==> config.mk <==
export PLATFORM = sky130hd
export DESIGN_NAME = pixel_readout_buffer
export DESIGN_NICKNAME = d
export VERILOG_FILES = /design/src/rtl/pixel_pkg.sv /design/src/rtl/byte_fifo.sv /design/src/rtl/pixel_readout_buffer.sv
export SDC_FILE = /design/constraint.sdc
export NUM_CORES = 1
export LEC_CHECK = 0
export BUFFER_PORTS_ARGS = -buffer_cell sky130_fd_sc_hd__buf_2
export CAP_MARGIN = 20
export CORE_UTILIZATION = 55
export DETAILED_ROUTE_END_ITERATION = 10
export GPL_ROUTABILITY_DRIVEN = 0
export GPL_TIMING_DRIVEN = 0
export PLACE_DENSITY_LB_ADDON = 0.15
export SETUP_SLACK_MARGIN = 0.15
export SLEW_MARGIN = 0
export SYNTH_ARGS = -nofsm -noshare
export SYNTH_HDL_FRONTEND = slang
export SYNTH_HIERARCHICAL = 1
export SYNTH_SLANG_ARGS = --single-unit
==> constraint.sdc <==
create_clock -name clk -period 4 [get_ports clk]
set_input_delay 0.8 -clock clk [delete_from_list [all_inputs] [get_ports clk]]
set_output_delay 0.8 -clock clk [all_outputs]
set_load 0.02 [all_outputs]
==> src/rtl/pixel_pkg.sv <==
// Shared constants and types for the pixel readout capture path.
package pixel_pkg;

  localparam int DEFAULT_DATA_W = 8;
  localparam int ROW_BYTES      = 4;

  typedef struct packed {
    logic                      first;
    logic                      last;
    logic [DEFAULT_DATA_W-1:0] data;
  } fifoEntry_t;

  typedef enum logic [1:0] {
    IDLE    = 2'd0,
    WAIT_R1 = 2'd1,
    WAIT_R2 = 2'd2
  } fsmState_t;

endpackage

==> src/rtl/byte_fifo.sv <==
// Synchronous first-word-fall-through FIFO of tagged stream entries.
// Pointers carry one extra wrap bit so full and empty can be told apart.
module byte_fifo
  import pixel_pkg::*;
#(
  parameter int DEPTH = 16
) (
  input  logic                     clk,
  input  logic                     reset,
  input  logic                     wrEn,
  input  fifoEntry_t               wrData,
  input  logic                     rdEn,
  output fifoEntry_t               rdData,
  output logic                     empty,
  output logic [$clog2(DEPTH):0]   count
);

  localparam int AW = $clog2(DEPTH);

  fifoEntry_t  mem [DEPTH];
  logic [AW:0] wrPtr;
  logic [AW:0] rdPtr;
  logic        full;
  logic        doWrite;
  logic        doRead;

  assign empty   = (wrPtr == rdPtr);
  assign full    = (wrPtr[AW] != rdPtr[AW]) && (wrPtr[AW-1:0] == rdPtr[AW-1:0]);
  assign count   = wrPtr - rdPtr;
  assign doWrite = wrEn && !full;
  assign doRead  = rdEn && !empty;
  assign rdData  = mem[rdPtr[AW-1:0]];

  always_ff @(posedge clk or posedge reset) begin
    if (reset) begin
      wrPtr <= '0;
      rdPtr <= '0;
    end else begin
      if (doWrite) wrPtr <= wrPtr + 1'b1;
      if (doRead)  rdPtr <= rdPtr + 1'b1;
    end
  end

  // Storage needs no reset; emptiness is decided by the pointers alone.
  always_ff @(posedge clk) begin
    if (doWrite) mem[wrPtr[AW-1:0]] <= wrData;
  end

endmodule

==> src/rtl/pixel_readout_buffer.sv <==
// Captures controller pixel rows on read1/read2 falling edges, queues them
// as tagged bytes and streams them out on a valid/ready interface.
module pixel_readout_buffer
  import pixel_pkg::*;
#(
  parameter int DEPTH  = 16,
  parameter int DATA_W = DEFAULT_DATA_W
) (
  input  logic              clk,
  input  logic              reset,
  input  logic              erase,
  input  logic              read1,
  input  logic              read2,
  input  logic [DATA_W-1:0] pix_in1,
  input  logic [DATA_W-1:0] pix_in2,
  input  logic [DATA_W-1:0] pix_in3,
  input  logic [DATA_W-1:0] pix_in4,
  output logic [DATA_W-1:0] out_data,
  output logic              out_valid,
  input  logic              out_ready,
  output logic              out_first,
  output logic              out_last,
  output logic              overflow,
  output logic [15:0]       frame_cnt
);

  localparam int AW = $clog2(DEPTH);
  localparam int IW = $clog2(ROW_BYTES);
  localparam logic [IW-1:0] LAST_IDX = IW'(ROW_BYTES - 1);

  fsmState_t stateQ;
  fsmState_t stateNext;

  logic eraseQ, read1Q, read2Q;
  logic eraseRise, read1Fall, read2Fall;

  logic captureEn, commitReq, commitRow2;
  logic roomOk, commitOk;

  logic [ROW_BYTES-1:0][DATA_W-1:0] holdReg;
  logic [ROW_BYTES-1:0][DATA_W-1:0] pushBuf;
  logic                             pushActive;
  logic [IW-1:0]                    pushIdx;
  logic                             pushRow2;
  logic                             rowDone;

  logic        fifoWrEn;
  fifoEntry_t  fifoWrData;
  fifoEntry_t  fifoRdData;
  logic        fifoEmpty;
  logic [AW:0] fifoCount;
  logic [AW:0] freeSlots;

  assign eraseRise = erase && !eraseQ;
  assign read1Fall = !read1 && read1Q;
  assign read2Fall = !read2 && read2Q;

  always_ff @(posedge clk or posedge reset) begin
    if (reset) begin
      eraseQ <= 1'b0;
      read1Q <= 1'b0;
      read2Q <= 1'b0;
      stateQ <= IDLE;
    end else begin
      eraseQ <= erase;
      read1Q <= read1;
      read2Q <= read2;
      stateQ <= stateNext;
    end
  end

  // Erase wins over a coinciding read edge: the frame restarts cleanly.
  always_comb begin
    stateNext  = stateQ;
    captureEn  = 1'b0;
    commitReq  = 1'b0;
    commitRow2 = 1'b0;
    unique case (stateQ)
      IDLE: captureEn = 1'b0;
      WAIT_R1: begin
        captureEn = read1;
        if (read1Fall) begin
          commitReq = 1'b1;
          stateNext = WAIT_R2;
        end
      end
      WAIT_R2: begin
        captureEn = read2;
        if (read2Fall) begin
          commitReq  = 1'b1;
          commitRow2 = 1'b1;
          stateNext  = IDLE;
        end
      end
      default: stateNext = IDLE;
    endcase
    if (eraseRise) begin
      stateNext = WAIT_R1;
      captureEn = 1'b0;
      commitReq = 1'b0;
    end
  end

  assign freeSlots = (AW+1)'(DEPTH) - fifoCount;
  assign roomOk    = freeSlots >= (AW+1)'(ROW_BYTES);
  assign commitOk  = commitReq && roomOk && !pushActive;
  assign rowDone   = pushActive && (pushIdx == LAST_IDX);

  always_ff @(posedge clk or posedge reset) begin
    if (reset) begin
      holdReg <= '0;
    end else if (captureEn) begin
      holdReg <= {pix_in4, pix_in3, pix_in2, pix_in1};
    end
  end

  // The row is copied out so the next capture cannot disturb bytes in flight.
  always_ff @(posedge clk or posedge reset) begin
    if (reset) begin
      pushBuf    <= '0;
      pushActive <= 1'b0;
      pushIdx    <= '0;
      pushRow2   <= 1'b0;
    end else if (commitOk) begin
      pushBuf    <= holdReg;
      pushActive <= 1'b1;
      pushIdx    <= '0;
      pushRow2   <= commitRow2;
    end else if (pushActive) begin
      pushIdx <= pushIdx + 1'b1;
      if (pushIdx == LAST_IDX) pushActive <= 1'b0;
    end
  end

  always_ff @(posedge clk or posedge reset) begin
    if (reset) begin
      overflow  <= 1'b0;
      frame_cnt <= '0;
    end else begin
      if (eraseRise)                  overflow <= 1'b0;
      else if (commitReq && !commitOk) overflow <= 1'b1;
      if (rowDone && pushRow2) frame_cnt <= frame_cnt + 16'd1;
    end
  end

  assign fifoWrEn         = pushActive;
  assign fifoWrData.first = pushActive && !pushRow2 && (pushIdx == '0);
  assign fifoWrData.last  = rowDone && pushRow2;
  assign fifoWrData.data  = pushBuf[pushIdx];

  byte_fifo #(
    .DEPTH (DEPTH)
  ) uFifo (
    .clk    (clk),
    .reset  (reset),
    .wrEn   (fifoWrEn),
    .wrData (fifoWrData),
    .rdEn   (out_ready),
    .rdData (fifoRdData),
    .empty  (fifoEmpty),
    .count  (fifoCount)
  );

  assign out_valid = !fifoEmpty;
  assign out_data  = out_valid ? fifoRdData.data  : '0;
  assign out_first = out_valid ? fifoRdData.first : 1'b0;
  assign out_last  = out_valid ? fifoRdData.last  : 1'b0;

endmodule

==> flow_summary.toml <==
[outcome]
status = "finished clean"

[timing]
finalHoldViolations = 0
worstMarginPinSlew_ns = 1.08
relSlewSlack_pct = 27.5
fin_skew_ns = 0.00776
drv_slew = 0
hold_slack_ns = 0.259
timing.fmax_mhz = 277
grt_setup_unrepaired = "no"
setup_viol = 0
fin_crit_ns = 3.61
post-route-period-util_pct = 90.3

[setup_path]
crit_arrival_ns = 2.81
crit_fanout = 16
path_buf_inv = 3
rr_worst_depth = 11
cp_cell_sequence = "buf_2, buf_4, mux2i_1, a22oi_1, a32oi_1, o21ai_1, nor2b_1, buf_2"
crit_slowest_cell = "a22oi_1"
regToRegEndpoint = "pushBuf[19]"
critPathKind = "reg2out"
crit_path_frequent_cell = "buf_2"
r2r_slack_ns = 0.90
max_stage_delay_ns = 0.50
crit_path_start_kind = "register"
crit_required_ns = 3.20
r2r_start = "uFifo/rdPtr[1]"
critPathTopFamily = "compound AO/OA/AOI/OAI gates"
cp-end-kind = "primary output"

[synthesis]
synth.avg_cell_area_um2 = 17.6
ys.flop_type = "edfxtp_1"
ys_seq_area_share_pct = 66.9
synth-edff-count = 160
syn_inst = 621
yosysWarnings = 6
synth_area_um2 = 10900
netlist.area_leader.share_pct = 44.0
synth_area_leaders = "edfxtp_1 (44%), dfrtp_1 (23%), mux4_2 (5.2%)"
syn_nets = 675
synth_seq_cells = 260
synth_area_leader_cell = "edfxtp_1"
synth-async-reset-ratio_pct = 38.5
synth_cell_type_count = 51

[run]
cap_violations = 0

[finish]
multiInputGateArea_um2 = 3380
nNetsFinal = 769
synthToLayoutAreaGrowth_pct = 14.6
regArea_um2 = 7310
final_common_cell = "edfxtp_1"
drive_above_1_share_pct = 31.7
antennaDiodeCount = 0
fill_cells = 1367
final_cell_mix = "edfxtp_1 (160), dfrtp_1 (100), buf_2 (75)"

[routing]
ant_nets = 0
vias = 5676
drt_iter0_markers = 330
drc = 0
post_drt_via_cell_ratio = 5.68
avgRoutedWirePerCell_um = 21.2
wirelength_um = 21200
drt_pre_antenna_iters = 4

[placed_design]
dp_hpwl_um = 14200
portBuffers = 65

[power]
leakagePower_uw = 0.00499
seqPwrFrac_pct = 40.2
clkPwrFrac_pct = 24.1
power_frac_comb_pct = 35.7
ir_drop_v = 0.000474
power.internal_uw = 6730
p_per_area_nw_per_um2 = 797
p_switching_uw = 3250
power_switching_share_pct = 32.6
p_total_uw = 9970

[grt]
first_global_vias = 5951
antenna_found_initial = 0
grt_pass1_wl_um = 33500
grt-ovfl-total = 0
grt_max_degree = 69
grt_use_total_pct = 22.3

[die]
core_area_um2 = 19500
rows = 51
boundaryPins = 66
die_height_um = 143
die_w_um = 143
start_util_pct = 56.1
fp.dieArea_um2 = 20400

[min_path]
hp-class = "in2async"

[clocking]
clock-sinks = 260
htree_levels = 1
cts_tree = "yes"
worstSkewPairLatency_ns = 0.51
ctsHoldBuffers = 0
cts_buffer_depth = 3
numCtsBuffers = 26
root_buffer = "clkbuf_16"
clk_pin_slew_ns = 0.06
-- power by group through the flow --
| stage | Clock (uW) | Combinational (uW) | Sequential (uW) |
|---|---|---|---|
| final | 2400 | 3560 | 4010 |
| after global routing | 2550 | 3860 | 4070 |
| after floorplan | 0 | 2630 | 3960 |
| after detailed placement | 0 | 3590 | 4060 |
| after global placement | 0 | 3440 | 4030 |
| after CTS | 2450 | 3600 | 4010 |
-- what timing repair did --
item | 4_1_cts | 5_1_grt
gates resized for setup | 0 | 4
buffers inserted | 0 | 0
endpoints found under the setup margin | 10 | 10
-- worst max-delay path by stage --
stage | from | endpoint | slack, ns | depth (start not counted)
floorplan | reset | eraseQ | 0.86 | 1
global placement | reset | frame_cnt[3] | -0.02 | 2
detailed placement | uFifo/rdPtr[1] | uFifo/mem[4][8] | 0.39 | 9
CTS | uFifo/rdPtr[2] | out_data[1] | 0.24 | 8
global route | uFifo/rdPtr[1] | out_data[7] | 0.24 | 8
finish | uFifo/rdPtr[1] | out_data[7] | 0.39 | 8
-- Yosys cell counts (all sizes together) (2+ instances only) --
library cell and n:
nand3 9, and4 2, inv 18, xor2 5, mux2i 30, a21oi 4
nand4 8, edfxtp 160, a32oi 10, dfrtp 100, ha 15, mux4 38
nand2 21, and3b 2, o21ai 14, a22oi 10, and3 2, a21o 3
xnor2 22, nor2 18, nor2b 10, nor3 6, nand2b 5, a22o 2
and2 3, mux2 66, buf 20, clkbuf 7
-- per-stage QoR --
| stage | std cells | setup TNS, ns | instance area [um2] | setup slack [ns] | utilization (%) |
|---|---|---|---|---|---|
| final | 1000 | 0 | 12500 | 0.390 | 64.3 |
| after global routing | 1000 | 0 | 12500 | 0.237 | 64.3 |
| after CTS | 999 | 0 | 12500 | 0.236 | 64.2 |
| after detailed placement | 952 | 0 | 11600 | 0.394 | 59.8 |
| after global placement | 951 | -1.17 | 11600 | -0.0226 | 59.5 |
| after floorplan | 621 | 0 | 10900 | 0.865 | - |
-- routing by layer --
metal | global-route usage [%] | part of all wire [%] | vias to the layer above
met5 | 0 | 0 | -
met4 | 5.72 | 1.9 | 0
met3 | 3.12 | 4.8 | 29
met2 | 37.4 | 48 | 165
met1 | 30.8 | 45 | 2905
li1 | - | - | 2577
-- area by class of cell --
cell class,instances,area share (%)
sequential,260,58.4
tap,265,2.65
clock buffer,44,6.82
timing repair buffer,67,2.91
buffer,26,1.50
clock inverter,4,0.160
multi-input combinational,316,27.0
inverter,18,0.560
-- registers in the layout, indices dropped and copies added, names as in the netlist, 2 cells and up --
name	flops
frame_cnt	16
stateQ	2
uFifo/wrPtr	5
uFifo/rdPtr	5
pushIdx	2
holdReg	32
uFifo/mem	160
pushBuf	32
-- cells by family (layout without fill, tap and decap cells) --
family / Yosys count / count (layout) / synth area share (%)
mux: 134 / 134 / 18.8
fa+ha+maj: 16 / 16 / 1.90
compound gates: 50 / 50 / 3.48
simple gates: 89 / 89 / 4.39
xor+xnor: 27 / 27 / 2.16
buf+inv: 45 / 159 / 2.35
flops: 260 / 260 / 66.9
No activity file was read; power rests on OpenSTA's default activity.
